===== config.mk =====
export PLATFORM = sky130hd
export DESIGN_NAME = cam_tag_ctrl
export DESIGN_NICKNAME = d
export VERILOG_FILES = /design/src/rtl/cam_tag_ctrl.sv
export SDC_FILE = /design/constraint.sdc
export NUM_CORES = 1
export LEC_CHECK = 0
export BUFFER_PORTS_ARGS = -buffer_cell sky130_fd_sc_hd__buf_2
export CAP_MARGIN = 20
export CELL_PAD_IN_SITES_DETAIL_PLACEMENT = 2
export CELL_PAD_IN_SITES_GLOBAL_PLACEMENT = 2
export CORE_MARGIN = 2
export CORE_UTILIZATION = 31
export CTS_CLUSTER_DIAMETER = 50
export CTS_CLUSTER_SIZE = 40
export DETAILED_ROUTE_END_ITERATION = 16
export GPL_ROUTABILITY_DRIVEN = 0
export GPL_TIMING_DRIVEN = 0
export PLACE_DENSITY_LB_ADDON = 0.1
export REMOVE_ABC_BUFFERS = 1
export SLEW_MARGIN = 10
export SYNTH_ARGS = -nofsm -noshare
export SYNTH_HDL_FRONTEND = slang
export SYNTH_SLANG_ARGS = --single-unit

===== constraint.sdc =====
create_clock -name clk -period 4.2 [get_ports clk]
set_clock_uncertainty 0.15 [all_clocks]
set_input_delay 1.26 -clock clk [delete_from_list [all_inputs] [get_ports clk]]
set_output_delay 1.26 -clock clk [all_outputs]
set_load 0.05 [all_outputs]

===== src/rtl/cam_tag_ctrl.sv =====
// rtl/cam_tag_ctrl.sv - sequencing controller for a small tag CAM (lookup, allocate, invalidate, flush)
module cam_tag_ctrl #(
    parameter int TAG_W   = 8,
    parameter int ENTRIES = 4,
    parameter int IDX_W   = 2
) (
    input  logic               clk,
    input  logic               rst,
    input  logic               req,
    input  logic [1:0]         op,
    input  logic [TAG_W-1:0]   tag,
    output logic               busy,
    output logic               ack,
    output logic               hit,
    output logic [IDX_W-1:0]   hit_idx,
    output logic               allocated,
    output logic [IDX_W-1:0]   alloc_idx,
    output logic [ENTRIES-1:0] valid,
    output logic               cam_we_n,
    output logic               cam_rd_n,
    output logic [TAG_W-1:0]   cam_din,
    output logic [TAG_W-1:0]   cam_argin,
    output logic [IDX_W-1:0]   cam_addrs,
    input  logic [ENTRIES-1:0] cam_mbits
);

    localparam logic [1:0] OP_LOOKUP = 2'b00;
    localparam logic [1:0] OP_ALLOC  = 2'b01;
    localparam logic [1:0] OP_INVAL  = 2'b10;
    localparam logic [1:0] OP_FLUSH  = 2'b11;

    typedef enum logic [2:0] {
        S_IDLE,
        S_MATCH,
        S_WRITE,
        S_FLUSH,
        S_RESP
    } state_t;

    state_t             state, state_d;
    logic [TAG_W-1:0]   tag_q, tag_d;
    logic [1:0]         op_q, op_d;
    logic [IDX_W-1:0]   rr_ptr, rr_d;
    logic [IDX_W-1:0]   victim_q, victim_d;
    logic [IDX_W-1:0]   flush_cnt, flush_d;
    logic [ENTRIES-1:0] valid_d;
    logic               hit_d, alloc_d, ack_d, we_d;
    logic [IDX_W-1:0]   hit_idx_d, alloc_idx_d, addrs_d;
    logic [TAG_W-1:0]   din_d;

    // Raw CAM hits are qualified by the valid bits so reset/stale FF tags never match
    logic [ENTRIES-1:0] qm;
    logic [IDX_W-1:0]   qm_idx, free_idx;
    logic               any_free;

    assign qm        = cam_mbits & valid;
    assign busy      = (state != S_IDLE);
    assign cam_argin = tag_q;
    assign cam_rd_n  = 1'b0;

    always_comb begin
        qm_idx   = '0;
        free_idx = '0;
        any_free = 1'b0;
        for (int i = ENTRIES - 1; i >= 0; i--) begin
            if (qm[i]) begin
                qm_idx = IDX_W'(i);
            end
            if (!valid[i]) begin
                free_idx = IDX_W'(i);
                any_free = 1'b1;
            end
        end
    end

    always_comb begin
        state_d     = state;
        tag_d       = tag_q;
        op_d        = op_q;
        rr_d        = rr_ptr;
        victim_d    = victim_q;
        flush_d     = flush_cnt;
        valid_d     = valid;
        hit_d       = hit;
        hit_idx_d   = hit_idx;
        alloc_d     = allocated;
        alloc_idx_d = alloc_idx;
        ack_d       = 1'b0;
        we_d        = 1'b0;
        din_d       = cam_din;
        addrs_d     = cam_addrs;
        case (state)
            S_IDLE: begin
                if (req) begin
                    tag_d   = tag;
                    op_d    = op;
                    alloc_d = 1'b0;
                    if (op == OP_FLUSH) begin
                        valid_d = '0;
                        hit_d   = 1'b0;
                        flush_d = '0;
                        we_d    = 1'b1;
                        addrs_d = '0;
                        din_d   = '1;
                        state_d = S_FLUSH;
                    end else begin
                        state_d = S_MATCH;
                    end
                end
            end
            S_MATCH: begin
                if (qm != '0) begin
                    hit_d     = 1'b1;
                    hit_idx_d = qm_idx;
                    if (op_q == OP_INVAL) begin
                        valid_d[qm_idx] = 1'b0;
                    end
                    ack_d   = 1'b1;
                    state_d = S_RESP;
                end else begin
                    hit_d = 1'b0;
                    if (op_q == OP_ALLOC) begin
                        // Round-robin pointer only moves when it actually picked the victim
                        if (any_free) begin
                            victim_d = free_idx;
                        end else begin
                            victim_d = rr_ptr;
                            rr_d     = rr_ptr + 1'b1;
                        end
                        we_d    = 1'b1;
                        addrs_d = victim_d;
                        din_d   = tag_q;
                        state_d = S_WRITE;
                    end else begin
                        ack_d   = 1'b1;
                        state_d = S_RESP;
                    end
                end
            end
            S_WRITE: begin
                valid_d[victim_q] = 1'b1;
                alloc_d           = 1'b1;
                alloc_idx_d       = victim_q;
                ack_d             = 1'b1;
                state_d           = S_RESP;
            end
            S_FLUSH: begin
                if (flush_cnt == IDX_W'(ENTRIES - 1)) begin
                    ack_d   = 1'b1;
                    state_d = S_RESP;
                end else begin
                    flush_d = flush_cnt + 1'b1;
                    we_d    = 1'b1;
                    addrs_d = flush_cnt + 1'b1;
                    din_d   = '1;
                end
            end
            S_RESP: begin
                state_d = S_IDLE;
            end
            default: begin
                state_d = S_IDLE;
            end
        endcase
    end

    always_ff @(posedge clk) begin
        if (rst) begin
            state     <= S_IDLE;
            tag_q     <= '0;
            op_q      <= OP_LOOKUP;
            rr_ptr    <= '0;
            victim_q  <= '0;
            flush_cnt <= '0;
            valid     <= '0;
            hit       <= 1'b0;
            hit_idx   <= '0;
            allocated <= 1'b0;
            alloc_idx <= '0;
            ack       <= 1'b0;
            cam_we_n  <= 1'b0;
            cam_din   <= '0;
            cam_addrs <= '0;
        end else begin
            state     <= state_d;
            tag_q     <= tag_d;
            op_q      <= op_d;
            rr_ptr    <= rr_d;
            victim_q  <= victim_d;
            flush_cnt <= flush_d;
            valid     <= valid_d;
            hit       <= hit_d;
            hit_idx   <= hit_idx_d;
            allocated <= alloc_d;
            alloc_idx <= alloc_idx_d;
            ack       <= ack_d;
            cam_we_n  <= we_d;
            cam_din   <= din_d;
            cam_addrs <= addrs_d;
        end
    end

endmodule


# Word-level counts from Yosys, hierarchy flattened
# Cells that the tools add are included.
dict set report word_totals {
  inputBits 17
  out_inout_bits 32
  word_cells 119
  reg_bits 41
}
dict set report classes {
  reduce_logical 20
  addsub 2
  n_lt_le_gt_ge 4
  muxes 57
  eq_ne 15
  n_bitwise 6
}
# op n
set ops {}
lappend ops {{8-bit 2-to-1 mux} 5}
lappend ops {{2-bit 2-to-1 mux} 15}
lappend ops {{8-bit case mux with 3 select lines} 1}
lappend ops {{1-bit 2-to-1 mux} 18}
lappend ops {{4-bit 2-to-1 mux} 4}
lappend ops {{2-bit inequality test (second input constant)} 8}
lappend ops {{3-bit 2-to-1 mux} 4}
lappend ops {{3-bit case mux with 4 select lines} 1}
lappend ops {{4-bit case mux with 3 select lines} 1}
lappend ops {{3-bit nonzero test} 3}
lappend ops {{4-bit bitwise AND} 2}
lappend ops {{2-bit AND reduction} 4}
lappend ops {{4-bit AND reduction} 2}
lappend ops {{2-bit == test (second input constant)} 3}
lappend ops {{3-bit by 2-bit == test with 1-bit output (second input constant)} 2}
lappend ops {{2-bit by 3-bit less-than comparator with 1-bit output (second input constant)} 2}
lappend ops {{1-bit case mux with 3 select lines} 2}
lappend ops {{2-bit case mux with 3 select lines} 1}
lappend ops {{3-bit AND reduction} 2}
lappend ops {{6-bit AND reduction} 1}
lappend ops {{2-bit nonzero test} 3}
lappend ops {{5-bit AND reduction} 1}
lappend ops {{2-bit by 1-bit adder with 2-bit output (second input constant)} 2}
lappend ops {{1-bit demux with 2-bit select} 2}
lappend ops {{other kinds (11)} 15}

# Longest topological paths before layout
dict set report logic_depth {
  word_depth 14
  ltp_mapped 6
  depth_no_buf 5
}

# Worst setup path before layout
# No wires, ideal clock.
dict set report synth_timing {
  path_type {input to register}
  from {in cam_mbits[2]}
  to {reg cam_addrs[0]}
  setup_time_ns 0.101
  path_stages 4
  path_slack_ns 1.713
  arrival_time_ns 2.236
  required_ns 3.949
  cell_sequence {a22oi_2 a21oi_1 or3_1 o41ai_1}
}
dict set report synth_between {
  elab_chain_cells 4
}
# element line_no
set synth_rtl {}
lappend synth_rtl {{start, declared} 24} ;# input logic [ENTRIES-1:0] cam_mbits
lappend synth_rtl {{4-bit bitwise AND} 56} ;# assign qm = cam_mbits & valid;
lappend synth_rtl {{4-bit nonzero test} 112} ;# if (qm != '0) begin
lappend synth_rtl {{2-bit inequality test (no source line)} n/a}
lappend synth_rtl {{6-bit AND reduction (no source line)} n/a}
lappend synth_rtl {{end signal, assigned} 199} ;# cam_addrs <= addrs_d;
lappend synth_rtl {{end, declared} 23} ;# output logic [IDX_W-1:0] cam_addrs,
# Every way passes these cells.
# A chain may end at the register's enable or synchronous reset.

# Worst setup path in the final report
dict set report layout_timing {
  from {reg state[2]}
  to {out busy}
}
dict set report layout_between {
  elab_chain_cells 1
}
# element line_no
set layout_rtl {}
lappend layout_rtl {{start, declared} 40} ;# state_t state, state_d;
lappend layout_rtl {{start signal, assigned} 185} ;# state <= state_d;
lappend layout_rtl {{3-bit nonzero test} 57} ;# assign busy = (state != S_IDLE);
lappend layout_rtl {{end, declared} 12} ;# output logic busy,
# Every way passes these cells.

==> flow_summary.toml <==
[timing]
final.setup.worst_slack_ns = 1.355
max_freq_mhz = 351.4
slew_headroom_pct = 54.27
worst_pin_slew_ns = 0.6860
final-hold-violation-count = 0
setup-violations-final = 0
min_period_ns = 2.845
rsz0062_at_grt = "no"
slew_violations = 0
finalSetupTns_ns = 0
fin_crit_sh_pct = 67.75

[pwr]
p_leak_nw = 0.8754
p_clk_share_pct = 37.2
internal_power_uw = 617.6
netSwitchingFraction_pct = 30.44
p_sw_uw = 270.3
ir_drop_mv = 0.1404
combPwrFrac_pct = 15.5
power.density_nw_per_um2 = 410.5
p_seq_share_pct = 47.4

[layout]
fillerInstances = 667
drive_above_1_share_pct = 24.52
final_area_um2 = 2163
n_antenna_cell = 0
layout_commonest_cell = "buf_2"
syn_to_final_growth_pct = 20.24
layout_common_cells = "buf_2, dfxtp_1, a21oi_1, nand2_1, inv_1"
multi_input_area_um2 = 837.1
final_cells = 333
final_util_pct = 39.05
num-nets-final = 278
seq_area_um2 = 820.8

[global_routing]
gr-total-overflow = 0
grt_pass1_wl_um = 8735
grt_max_degree = 35
grt_pass1_vias = 1819
antenna_found_initial = 0
gr-usage-all-layers_pct = 17.57

[placed_design]
place_ws_ns = 1.110
portBuffers = 47
place_hpwl_um = 3742
place_inst = 325
place_area_um2 = 2051

[critical_path]
cp.arrival_ns = 1.44
path_max_fanout = 11
cp-end-kind = "output pin"
critical_path.top_delay_family = "flip-flops"
criticalPathCategory = "flop to output pin"
startpoint_type = "flop"
cp.required_ns = 2.79
critPathBufInv = 2
rrSetupSlack_ns = 1.85
cp_cell_sequence = "nor3_1 > inv_1 > buf_2"
critPathMaxStageDelay_ns = 0.44
crit_slowest_cell = "dfxtp_1"

[logic_synthesis]
synthCells = 221
synthArstFlopShare_pct = 0
yosysWarnings = 0
ys_types = 40
synth_area_per_cell_um2 = 8.141
ys_seq_area_share_pct = 45.62
ys_seq_elements = 41
synthesis.area_um2 = 1799
synthFlopType = "dfxtp_1"
synth_edf_count = 0

[routing]
drt_pass1_iterations = 4
ant_nets = 0
postRouteWirelength_um = 5245
via_count = 1704
via_per_inst = 5.117
drc = 0
drt_iter0_drc = 30
wl_per_cell_um = 15.75

[floorplanning]
core_area_um2 = 5540
num_rows = 27
die_h_um = 80.19
fp.dieW_um = 80.19
die_area_um2 = 6430
start_util_pct = 32.48
boundaryPins = 49

[clocking]
htreeDepth = 2
cts_tree = "done"
path_clk_slew_ns = 0.09
ctsLongestPathBuffers = 2
ctsResizeCount = 0
post-cts-setup-buffer-count = 0
ctsRootBufferMaster = "clkbuf_8"
hold_buffers = 0
numCtsBuffers = 5
insertion_delay_ns = 0.30
cts_sinks = 41

[status]
outcome = "complete, no violations"

[flow_run]
drv_cap = 0

[worst_hold_path]
hold_path_class = "flop to flop"
-- cell usage after synthesis, types with 2 or more instances --
library cell	instances	area, µm²
a211oi_1	3	22.52
a21oi_1	33	165.2
a221oi_1	2	17.52
a22o_1	2	17.52
a22oi_2	2	25.02
a31oi_1	6	37.54
buf_2	2	10.01
buf_4	4	30.03
clkbuf_1	8	30.03
dfxtp_1	41	820.8
inv_1	18	67.56
mux2i_1	4	40.04
nand2_1	31	116.4
nand3_1	5	25.02
nand4_1	2	12.51
nor2_1	14	52.55
nor2b_1	4	25.02
nor3_1	3	15.01
nor4_1	2	12.51
o21ai_0	13	65.06
or3_1	2	12.51
or3b_2	2	17.52
-- per-stage QoR --
stage | total power, mW | hold WS (ns)
after floorplan | 0.5218 | 0.2958
after global placement | 0.5661 | 0.2797
after detailed placement | 0.5691 | 0.2868
after CTS | 0.9008 | 0.3014
after global routing | 0.9293 | 0.3367
final | 0.8880 | 0.3030
-- worst reg2reg max path: cells and delay by family, from the launching register on --
family             cells  cell delay (ns)
and+or+nand+nor        3             1.41
AOI/OAI and AO/OA      1             0.17
DFF                    1             0.54
-- per-layer routing --
metal	vias up	routed length (µm)	global-route usage [%]
li1	841	-	-
met1	819	2291	20.45
met2	38	2650	31.75
met3	6	247	4.494
met4	0	56	4.576
met5	-	0	0
-- power groups by stage --
stage	Clock [mW]	Combinational, mW	Sequential [mW]
after CTS	0.340	0.140	0.421
final	0.330	0.137	0.421
after global placement	0	0.137	0.429
after detailed placement	0	0.139	0.430
after floorplan	0	0.0492	0.473
after global routing	0.356	0.150	0.424
-- sequential cells by signal (all words and copies together) (netlist names) --
name	cells
cam_argin	8
cam_din	8
valid	4
state	3
alloc_idx	2
cam_addrs	2
flush_cnt	2
hit_idx	2
op_q	2
rr_ptr	2
victim_q	2
ack	1
allocated	1
cam_we_n	1
hit	1
-- final cells by class --
cell class | instances | share of cell area (%)
multi-input cells | 147 | 38.69
flip-flops and latches | 41 | 37.94
repair buffers | 47 | 10.87
well taps | 72 | 4.164
clock buffers | 5 | 3.181
inverters | 18 | 3.123
clock inverters | 3 | 2.024
-- final timing paths --
| kind | start | endpoint | cells after the start |
|---|---|---|---|
| setup reg to reg | state[0] | rr_ptr[1] | 4 |
| hold / removal | cam_din[3] | cam_din[3] | 2 |
| setup / recovery | state[2] | busy | 3 |
| hold reg to reg | cam_din[3] | cam_din[3] | 2 |
-- kinds of logic (layout without fill, tap and decap cells) --
| logic type | count (synthesis) | count (layout) | synth area share [%] |
|---|---|---|---|
| AO/OA/AOI/OAI | 66 | 66 | 21.91 |
| adder cells (fa/ha/maj) | 1 | 1 | 0.6953 |
| multiplexers | 4 | 4 | 2.225 |
| flip-flops | 41 | 41 | 45.62 |
| AND/OR/NAND/NOR | 75 | 75 | 21.49 |
| other | 1 | 1 | 0.2084 |
| buffers and inverters | 33 | 73 | 7.858 |
Power figures use the tool's default switching activity.
